===== src/rtl/ide_xfer_seq.sv =====
// PIO sector-transfer sequencer between the ATA data register and the IDE sector FIFO.
// It paces multi-sector reads and writes and drives the BSY/DRQ/INTRQ status bits.
//
//   state   | meaning
//   IDLE    | no command; bsy=0, drq=0
//   RD_WAIT | waiting for the host to fill one sector into the FIFO
//   RD_DRQ  | CPU reading the current sector out of the FIFO
//   WR_DRQ  | CPU writing the current sector into the FIFO
//   WR_WAIT | waiting for the host to drain the written sector
module ide_xfer_seq #(
  parameter int SETTLE = 2
) (
  input  logic       clk,
  input  logic       reset,
  input  logic       clk_en,
  input  logic       cmd_read,
  input  logic       cmd_write,
  input  logic       cmd_abort,
  input  logic [7:0] sec_count,
  input  logic       cpu_data_rd,
  input  logic       cpu_data_wr,
  input  logic       irq_ack,
  input  logic       fifo_full,
  input  logic       fifo_empty,
  output logic       fifo_rd,
  output logic       fifo_wr,
  output logic       fifo_reset,
  output logic       host_req_rd,
  output logic       host_req_wr,
  output logic       bsy,
  output logic       drq,
  output logic       irq,
  output logic [8:0] sectors_left
);

  typedef enum logic [2:0] {
    IDLE    = 3'd0,
    RD_WAIT = 3'd1,
    RD_DRQ  = 3'd2,
    WR_DRQ  = 3'd3,
    WR_WAIT = 3'd4
  } state_t;

  localparam int SW = (SETTLE < 2) ? 1 : $clog2(SETTLE + 1);

  state_t        state, state_nx;
  logic [7:0]    wcnt, wcnt_nx;
  logic [8:0]    left_nx;
  logic [SW-1:0] settle_cnt, settle_nx;
  logic          irq_set;
  logic          fifo_reset_nx;

  assign fifo_rd     = cpu_data_rd & clk_en & (state == RD_DRQ);
  assign fifo_wr     = cpu_data_wr & clk_en & (state == WR_DRQ);
  assign bsy         = (state == RD_WAIT) | (state == WR_WAIT);
  assign drq         = (state == RD_DRQ) | (state == WR_DRQ);
  assign host_req_rd = (state == RD_WAIT) | (state == RD_DRQ);
  assign host_req_wr = (state == WR_WAIT);

  always_comb begin
    state_nx      = state;
    wcnt_nx       = wcnt;
    left_nx       = sectors_left;
    settle_nx     = settle_cnt;
    irq_set       = 1'b0;
    fifo_reset_nx = 1'b0;
    if (cmd_abort) begin
      state_nx      = IDLE;
      wcnt_nx       = 8'd0;
      left_nx       = 9'd0;
      fifo_reset_nx = 1'b1;
    end else begin
      case (state)
        IDLE: begin
          if (cmd_read | cmd_write) begin
            left_nx       = (sec_count == 8'd0) ? 9'd256 : {1'b0, sec_count};
            wcnt_nx       = 8'd0;
            fifo_reset_nx = 1'b1;
            if (cmd_read) begin
              state_nx  = RD_WAIT;
              settle_nx = SW'(SETTLE);
            end else begin
              state_nx  = WR_DRQ;
            end
          end
        end
        // FIFO flags lag the pointers, so they are ignored until the settle count expires
        RD_WAIT: begin
          if (settle_cnt != '0) begin
            settle_nx = settle_cnt - 1'b1;
          end else if (fifo_full) begin
            irq_set  = 1'b1;
            state_nx = RD_DRQ;
          end
        end
        RD_DRQ: begin
          if (cpu_data_rd) begin
            wcnt_nx = wcnt + 8'd1;
            if (wcnt == 8'd255) begin
              left_nx = sectors_left - 9'd1;
              if (sectors_left == 9'd1) begin
                state_nx = IDLE;
              end else begin
                state_nx  = RD_WAIT;
                settle_nx = SW'(SETTLE);
              end
            end
          end
        end
        WR_DRQ: begin
          if (cpu_data_wr) begin
            wcnt_nx = wcnt + 8'd1;
            if (wcnt == 8'd255) begin
              state_nx  = WR_WAIT;
              settle_nx = SW'(SETTLE);
            end
          end
        end
        WR_WAIT: begin
          if (settle_cnt != '0) begin
            settle_nx = settle_cnt - 1'b1;
          end else if (fifo_empty) begin
            left_nx  = sectors_left - 9'd1;
            irq_set  = 1'b1;
            state_nx = (sectors_left == 9'd1) ? IDLE : WR_DRQ;
          end
        end
        default: state_nx = IDLE;
      endcase
    end
  end

  always_ff @(posedge clk or posedge reset) begin
    if (reset) begin
      state        <= IDLE;
      wcnt         <= 8'd0;
      sectors_left <= 9'd0;
      settle_cnt   <= '0;
      irq          <= 1'b0;
      fifo_reset   <= 1'b0;
    end else if (clk_en) begin
      state        <= state_nx;
      wcnt         <= wcnt_nx;
      sectors_left <= left_nx;
      settle_cnt   <= settle_nx;
      irq          <= irq_set | (irq & ~irq_ack);
      fifo_reset   <= fifo_reset_nx;
    end
  end

endmodule


===== config.mk =====
export PLATFORM = sky130hd
export DESIGN_NAME = ide_xfer_seq
export DESIGN_NICKNAME = d
export VERILOG_FILES = /design/src/rtl/ide_xfer_seq.sv
export SDC_FILE = /design/constraint.sdc
export NUM_CORES = 1
export LEC_CHECK = 0
export CAP_MARGIN = 20
export CORE_UTILIZATION = 30
export DETAILED_ROUTE_END_ITERATION = 6
export GPL_ROUTABILITY_DRIVEN = 0
export PLACE_DENSITY = 0.56
export SYNTH_ARGS = -nofsm -noshare
export SYNTH_HDL_FRONTEND = slang
export SYNTH_SLANG_ARGS = --single-unit

===== constraint.sdc =====
create_clock -name clk -period 3 [get_ports clk]
set_input_delay 0.6 -clock clk [delete_from_list [all_inputs] [get_ports clk]]
set_output_delay 0.6 -clock clk [all_outputs]
set_load 0.005 [all_outputs]

==> results of run 1 <==
[stage by stage]
stage,cells,setup WS (ns)
floorplan,221,0.733
global placement,324,0.334
detailed placement,324,0.354
CTS,328,0.431
global route,328,0.341
finish,328,0.442
[final cells by class]
cell class,instances,area (um2),share of cell area [%]
clock buffer,4,55.1,2.41
inverter,13,48.8,2.14
tap,72,90.1,3.95
sequential,24,601,26.3
multi-input combinational,172,1080,47.2
timing repair buffer,43,410,18.0
[layout by cell type, fill, tap and decap left out, types with 4 or more instances in the layout]
master	n
o31ai_1	9
nand2_1	20
clkbuf_8	4
a21oi_1	13
buf_4	8
nor3_1	11
o21ai_0	15
nand3_1	8
inv_1	13
clkdlybuf4s50_1	35
nand2b_1	8
nand4_1	6
ha_1	4
or3_1	4
dfrtp_1	24
nor2_1	19
a21o_1	4
[sequential cells by signal (all words and copies together), names as in the netlist]
| name | count |
|---|---|
| state | 3 |
| irq | 1 |
| fifo_reset | 1 |
| sectors_left | 9 |
| settle_cnt | 2 |
| wcnt | 8 |
[cells by family (layout without fill, tap and decap cells)]
group	after synthesis	in the layout
AND/OR/NAND/NOR	98	98
multiplexers	3	3
XOR/XNOR	2	2
adder cells (fa/ha/maj)	5	5
AO/OA/AOI/OAI	64	64
flip-flops	24	24
buffers and inverters	25	60
[per-layer routing]
layer  GRT usage, %  vias to the layer above  wire length [um]
li1               -                      893                 -
met5              0                        -                 0
met1           22.8                      824              2330
met2           25.0                       55              2200
met4           4.36                        0                52
met3           3.56                        4               295
[critical path: cells and delay by family (launching register included)]
family | cells | cell delay [ns]
flip-flops | 1 | 0.48
buffers and inverters | 2 | 0.68
AND/OR/NAND/NOR | 2 | 0.53
[report_power, final]
part	switching (mW)	internal, mW	total (mW)
clock network	0.108	0.117	0.225
registers	0.134	0.409	0.543
logic	0.545	0.521	1.07
total	0.787	1.05	1.83
[worst max path at each step]
stage | start | to | slack [ns] | depth (start not counted)
floorplan | cmd_abort | state[1] | 0.73 | 6
global placement | cmd_abort | sectors_left[2] | 0.33 | 7
detailed placement | cmd_abort | state[1] | 0.35 | 6
CTS | state[2] | fifo_rd | 0.43 | 4
global route | state[2] | fifo_rd | 0.34 | 4
finish | state[2] | fifo_rd | 0.44 | 4
==> impl_metrics.py, run 1 <==
metrics = {
    "status": {
        "status": "finished, final reports clean",
    },
    "synth": {
        "synth_compound_area_share_pct": 24.4,
        "synthTopCellsByArea": "dfrtp_1 34%, nand2_1 4.2%, o21ai_0 4.2%",
        "muxShareOfSynthArea_pct": 1.83,
        "synth-xor-area-share_pct": 0.985,
        "async_reset_ff_share_pct": 100,
        "yosysSeqAreaShare_pct": 33.8,
        "syn_avg_cell_area_um2": 8.05,
        "synth-edff-count": 0,
        "synthAdderAreaFrac_pct": 3.38,
        "synthesis.area_mm2": 0.00178,
        "ys_warn_count": 0,
        "synth_top_family_by_area": "simple AND/OR/NAND/NOR gates",
        "yosys.area_share.simple_pct": 30.0,
        "synthCells": 221,
        "synth_common_cells": "24 x dfrtp_1, 20 x nand2_1, 19 x nor2_1",
        "ys_types": 53,
        "ys_ff_latch": 24,
        "yosysTopAreaCell": "dfrtp_1",
        "synthFlopType": "dfrtp_1",
        "synth_fp_nets": 244,
        "synth_most_common_cell": "dfrtp_1",
        "synth.top_cell.area_share_pct": 33.8,
    },
    "drt": {
        "routed_wl_um": 4870,
        "wire_per_inst_um": 14.9,
        "vias": 1776,
        "first_pass_iters": 4,
        "drt_iter0_drc": 128,
        "vias_per_cell": 5.41,
        "drc_errors": 0,
        "ant_nets": 0,
    },
    "power": {
        "power_leakage_nw": 0.937,
        "vdd_ir_drop_max_mv": 0.307,
        "p_total_mw": 1.83,
        "powerDensity_mw_per_mm2": 803,
    },
    "clocking": {
        "cts_buffers": 3,
        "postCtsSetupRepairBufs": 0,
        "cts-root-buf": "clkbuf_8",
        "cts_hold_buf": 0,
        "clock_latency_ns": 0.27,
        "htreeDepth": 1,
        "cts_sinks": 24,
        "cts_tree": "built",
        "clkTransAtPathRegs_ns": 0.09,
        "cts_buffer_depth": 2,
        "cts-resized-gates": 0,
    },
    "critical_path": {
        "r2r-start": "state[0]",
        "endpoint_kind": "output pin",
        "regToRegEndpoint": "state[1]",
        "cp_slowest_cell": "clkdlybuf4s50_1",
        "startpoint_type": "flop",
        "max_stage_delay_ns": 0.50,
        "cp_max_fo": 8,
        "r2r_setup_slack_ns": 0.70,
        "cp_cell_sequence": "nand2b_1 -> inv_1 -> and4_1 -> clkdlybuf4s50_1",
        "worstPathArrival_ns": 1.96,
        "required_ns": 2.40,
        "critical_path_class": "reg2out",
        "reg2regPathDepth": 5,
    },
    "die": {
        "die-area_mm2": 0.00624,
        "core_area_mm2": 0.00561,
        "die_y_um": 79.0,
        "rows": 27,
        "die-width_um": 79.0,
        "initial_core_util_pct": 31.7,
        "io_pins": 36,
    },
    "grt": {
        "grt_overflow": 0,
        "antenna_found_initial": 0,
        "grt_usage_pct": 16.2,
        "grt_max_degree": 25,
        "grt_pass1_wl_um": 8030,
        "first_global_vias": 1648,
    },
    "run": {
        "maxCapViolations": 0,
    },
    "final_layout": {
        "nets": 280,
        "layout.cell_area.non_filler_mm2": 0.00228,
        "area_delta_synth_final_pct": 28.4,
        "final_util_pct": 40.7,
        "nFillCells": 614,
        "final_layout_size_suffix_gt1_share_pct": 8.98,
        "diodes": 0,
    },
    "worst_hold_path": {
        "holdPathEnd": "irq",
        "hold_path_class": "reg2reg",
        "holdPathStages": 2,
        "worstHoldStart": "irq",
    },
    "sta": {
        "tightest_slew_ns": 0.522,
        "maxSlewViolCount": 0,
        "finalSetupTns_ns": 0,
        "slew-limit-headroom_pct": 65.2,
        "fin_crit_sh_pct": 85.3,
        "post-route-min-period_ns": 2.56,
        "fmax_mhz": 391,
        "rsz0062_at_grt": "false",
        "hold_viol_final": 0,
        "setup_viol": 0,
        "fin_skew_ns": 0.00231,
        "hold_slack_ns": 0.513,
    },
    "placed_design": {
        "place_hpwl_um": 3640,
        "io_buffers": 35,
        "dpl-instance-area_mm2": 0.00223,
    },
}
No activity file was read; power rests on OpenSTA's default activity.
==> inputs of run 2 (changes only) <==
Settings changed: CAP_MARGIN 20 to default.
==> results of run 2 <==
Same layout as run 1: the final DEF is identical, and so are final timing and power.
==> inputs of run 3 (changes only) <==
Settings changed: CELL_PAD_IN_SITES_DETAIL_PLACEMENT from default to 0, CELL_PAD_IN_SITES_GLOBAL_PLACEMENT from default to 1, PLACE_DENSITY 0.56 to 0.71.
==> impl_metrics.py, run 3 (synthesized netlist as in run 1, its figures left out) <==
metrics = {
    "critical_path": {
        "critical_path_class": "reg2out",
        "reg2regPathDepth": 6,
        "endpoint_kind": "output pin",
        "regToRegEndpoint": "state[1]",
        "required_ns": 2.40,
        "r2r_setup_slack_ns": 0.59,
        "cp_max_fo": 10,
        "r2r-start": "state[1]",
        "startpoint_type": "flop",
        "worstPathArrival_ns": 2.01,
    },
    "grt": {
        "grt_overflow": 0,
        "grt_max_degree": 25,
        "grt_usage_pct": 17.2,
        "antenna_found_initial": 0,
        "busiest_layer": "met2",
        "first_global_vias": 1676,
        "met3_usage_pct": 2.18,
        "use_met1_pct": 25.1,
        "grt_util_met2_pct": 26.7,
        "grt_pass1_wl_um": 8520,
    },
    "die": {
        "core_area_mm2": 0.00561,
        "die_y_um": 79.0,
        "die-area_mm2": 0.00624,
        "initial_core_util_pct": 31.7,
        "die-width_um": 79.0,
        "io_pins": 36,
        "rows": 27,
    },
    "final_layout": {
        "final_layout_size_suffix_gt1_share_pct": 8.63,
        "largest_register_ffs": 9,
        "top_regs": "sectors_left: 9 flops, wcnt: 8 flops, state: 3 flops",
        "regArea_um2": 601,
        "nFillCells": 596,
        "area_delta_synth_final_pct": 27.9,
        "nets": 279,
        "final_cell_mix": "35 x clkdlybuf4s50_1, 24 x dfrtp_1, 20 x nand2_1",
        "regMostFlops": "sectors_left",
        "layout.cells.non_filler": 327,
        "multi_input_area_mm2": 0.00108,
        "final_common_cell": "clkdlybuf4s50_1",
        "diodes": 0,
    },
    "drt": {
        "drc_errors": 0,
        "vias_per_cell": 5.42,
        "vias": 1771,
        "drt_iter0_drc": 116,
        "ant_nets": 0,
        "wire_per_inst_um": 15.6,
        "first_pass_iters": 4,
        "routed_wl_um": 5110,
    },
    "clocking": {
        "cts_hold_buf": 0,
        "cts_tree": "built",
        "htreeDepth": 1,
        "clkTransAtPathRegs_ns": 0.10,
        "clock_latency_ns": 0.27,
        "cts_buffer_depth": 2,
        "cts-root-buf": "clkbuf_8",
        "cts_sinks": 24,
        "cts-resized-gates": 0,
        "postCtsSetupRepairBufs": 0,
        "cts_buffers": 3,
    },
    "placed_design": {
        "placed_cells": 323,
        "io_buffers": 35,
        "place_hpwl_um": 3720,
    },
    "sta": {
        "tightest_slew_ns": 0.521,
        "setup_viol": 0,
        "rsz0062_at_grt": "false",
        "post-route-min-period_ns": 2.61,
        "slew-limit-headroom_pct": 65.2,
        "fin_skew_ns": 0.0103,
        "finalSetupTns_ns": 0,
        "fin_crit_sh_pct": 87.2,
        "hold_slack_ns": 0.490,
        "hold_viol_final": 0,
        "fmax_mhz": 382,
        "maxSlewViolCount": 0,
    },
    "worst_hold_path": {
        "worstHoldStart": "irq",
        "hold_path_class": "reg2reg",
        "holdPathStages": 2,
        "holdPathEnd": "irq",
    },
    "power": {
        "vdd_ir_drop_max_mv": 0.310,
        "powerDensity_mw_per_mm2": 813,
        "power_leakage_nw": 0.932,
    },
    "run": {
        "maxCapViolations": 0,
    },
    "status": {
        "status": "finished, final reports clean",
    },
}
run 3: cell types whose count changed in the layout (fill, tap and decap cells not counted):
cell and change:
buf_4 -1
run 3: metrics by stage:
stage	setup WS (ns)	cell area, um2	power, mW	util (%)
3_3_place_gp	0.369	2220	1.62	39.6
5_1_grt	0.262	2270	2.01	40.6
4_1_cts	0.384	2270	1.86	40.6
6_report	0.385	2270	1.85	40.6
3_5_place_dp	0.335	2220	1.62	39.6
2_1_floorplan	0.733	1780	1.22	-
run 3: layer usage:
metal,vias to the layer above,share of wire (%)
met2,54,43
met5,-,0
li1,887,-
met3,2,4.6
met4,0,0.67
met1,828,51
run 3: worst max-delay path, stage by stage (launching register included):
cell	delay [ns]
dfrtp_1	0.51
nand2b_1	0.32
inv_1	0.22
and4_1	0.21
clkdlybuf4s50_1	0.49
run 3: cell type report:
class                   instances  area share [%]
flip-flops and latches         24            26.4
clock buffers                   4            2.42
well taps                      72            3.96
multi-input cells             172            47.4
inverters                      13            2.15
repair buffers                 42            17.7
run 3: power breakdown:
part           switching (mW)  internal, mW  leakage, nW
clock                   0.114         0.117       0.0288
combinational           0.543         0.521        0.586
sequential              0.145         0.409        0.317
total                   0.802          1.05        0.932
run 3: how the worst max path moves through the flow:
stage	startpoint	to	slack, ns	cells past startpoint
floorplan	cmd_abort	state[1]	0.73	6
CTS	state[2]	fifo_rd	0.38	4
finish	state[2]	fifo_rd	0.39	4
global route	state[2]	fifo_rd	0.26	4
global placement	cmd_abort	state[1]	0.37	6
detailed placement	cmd_abort	state[1]	0.34	6
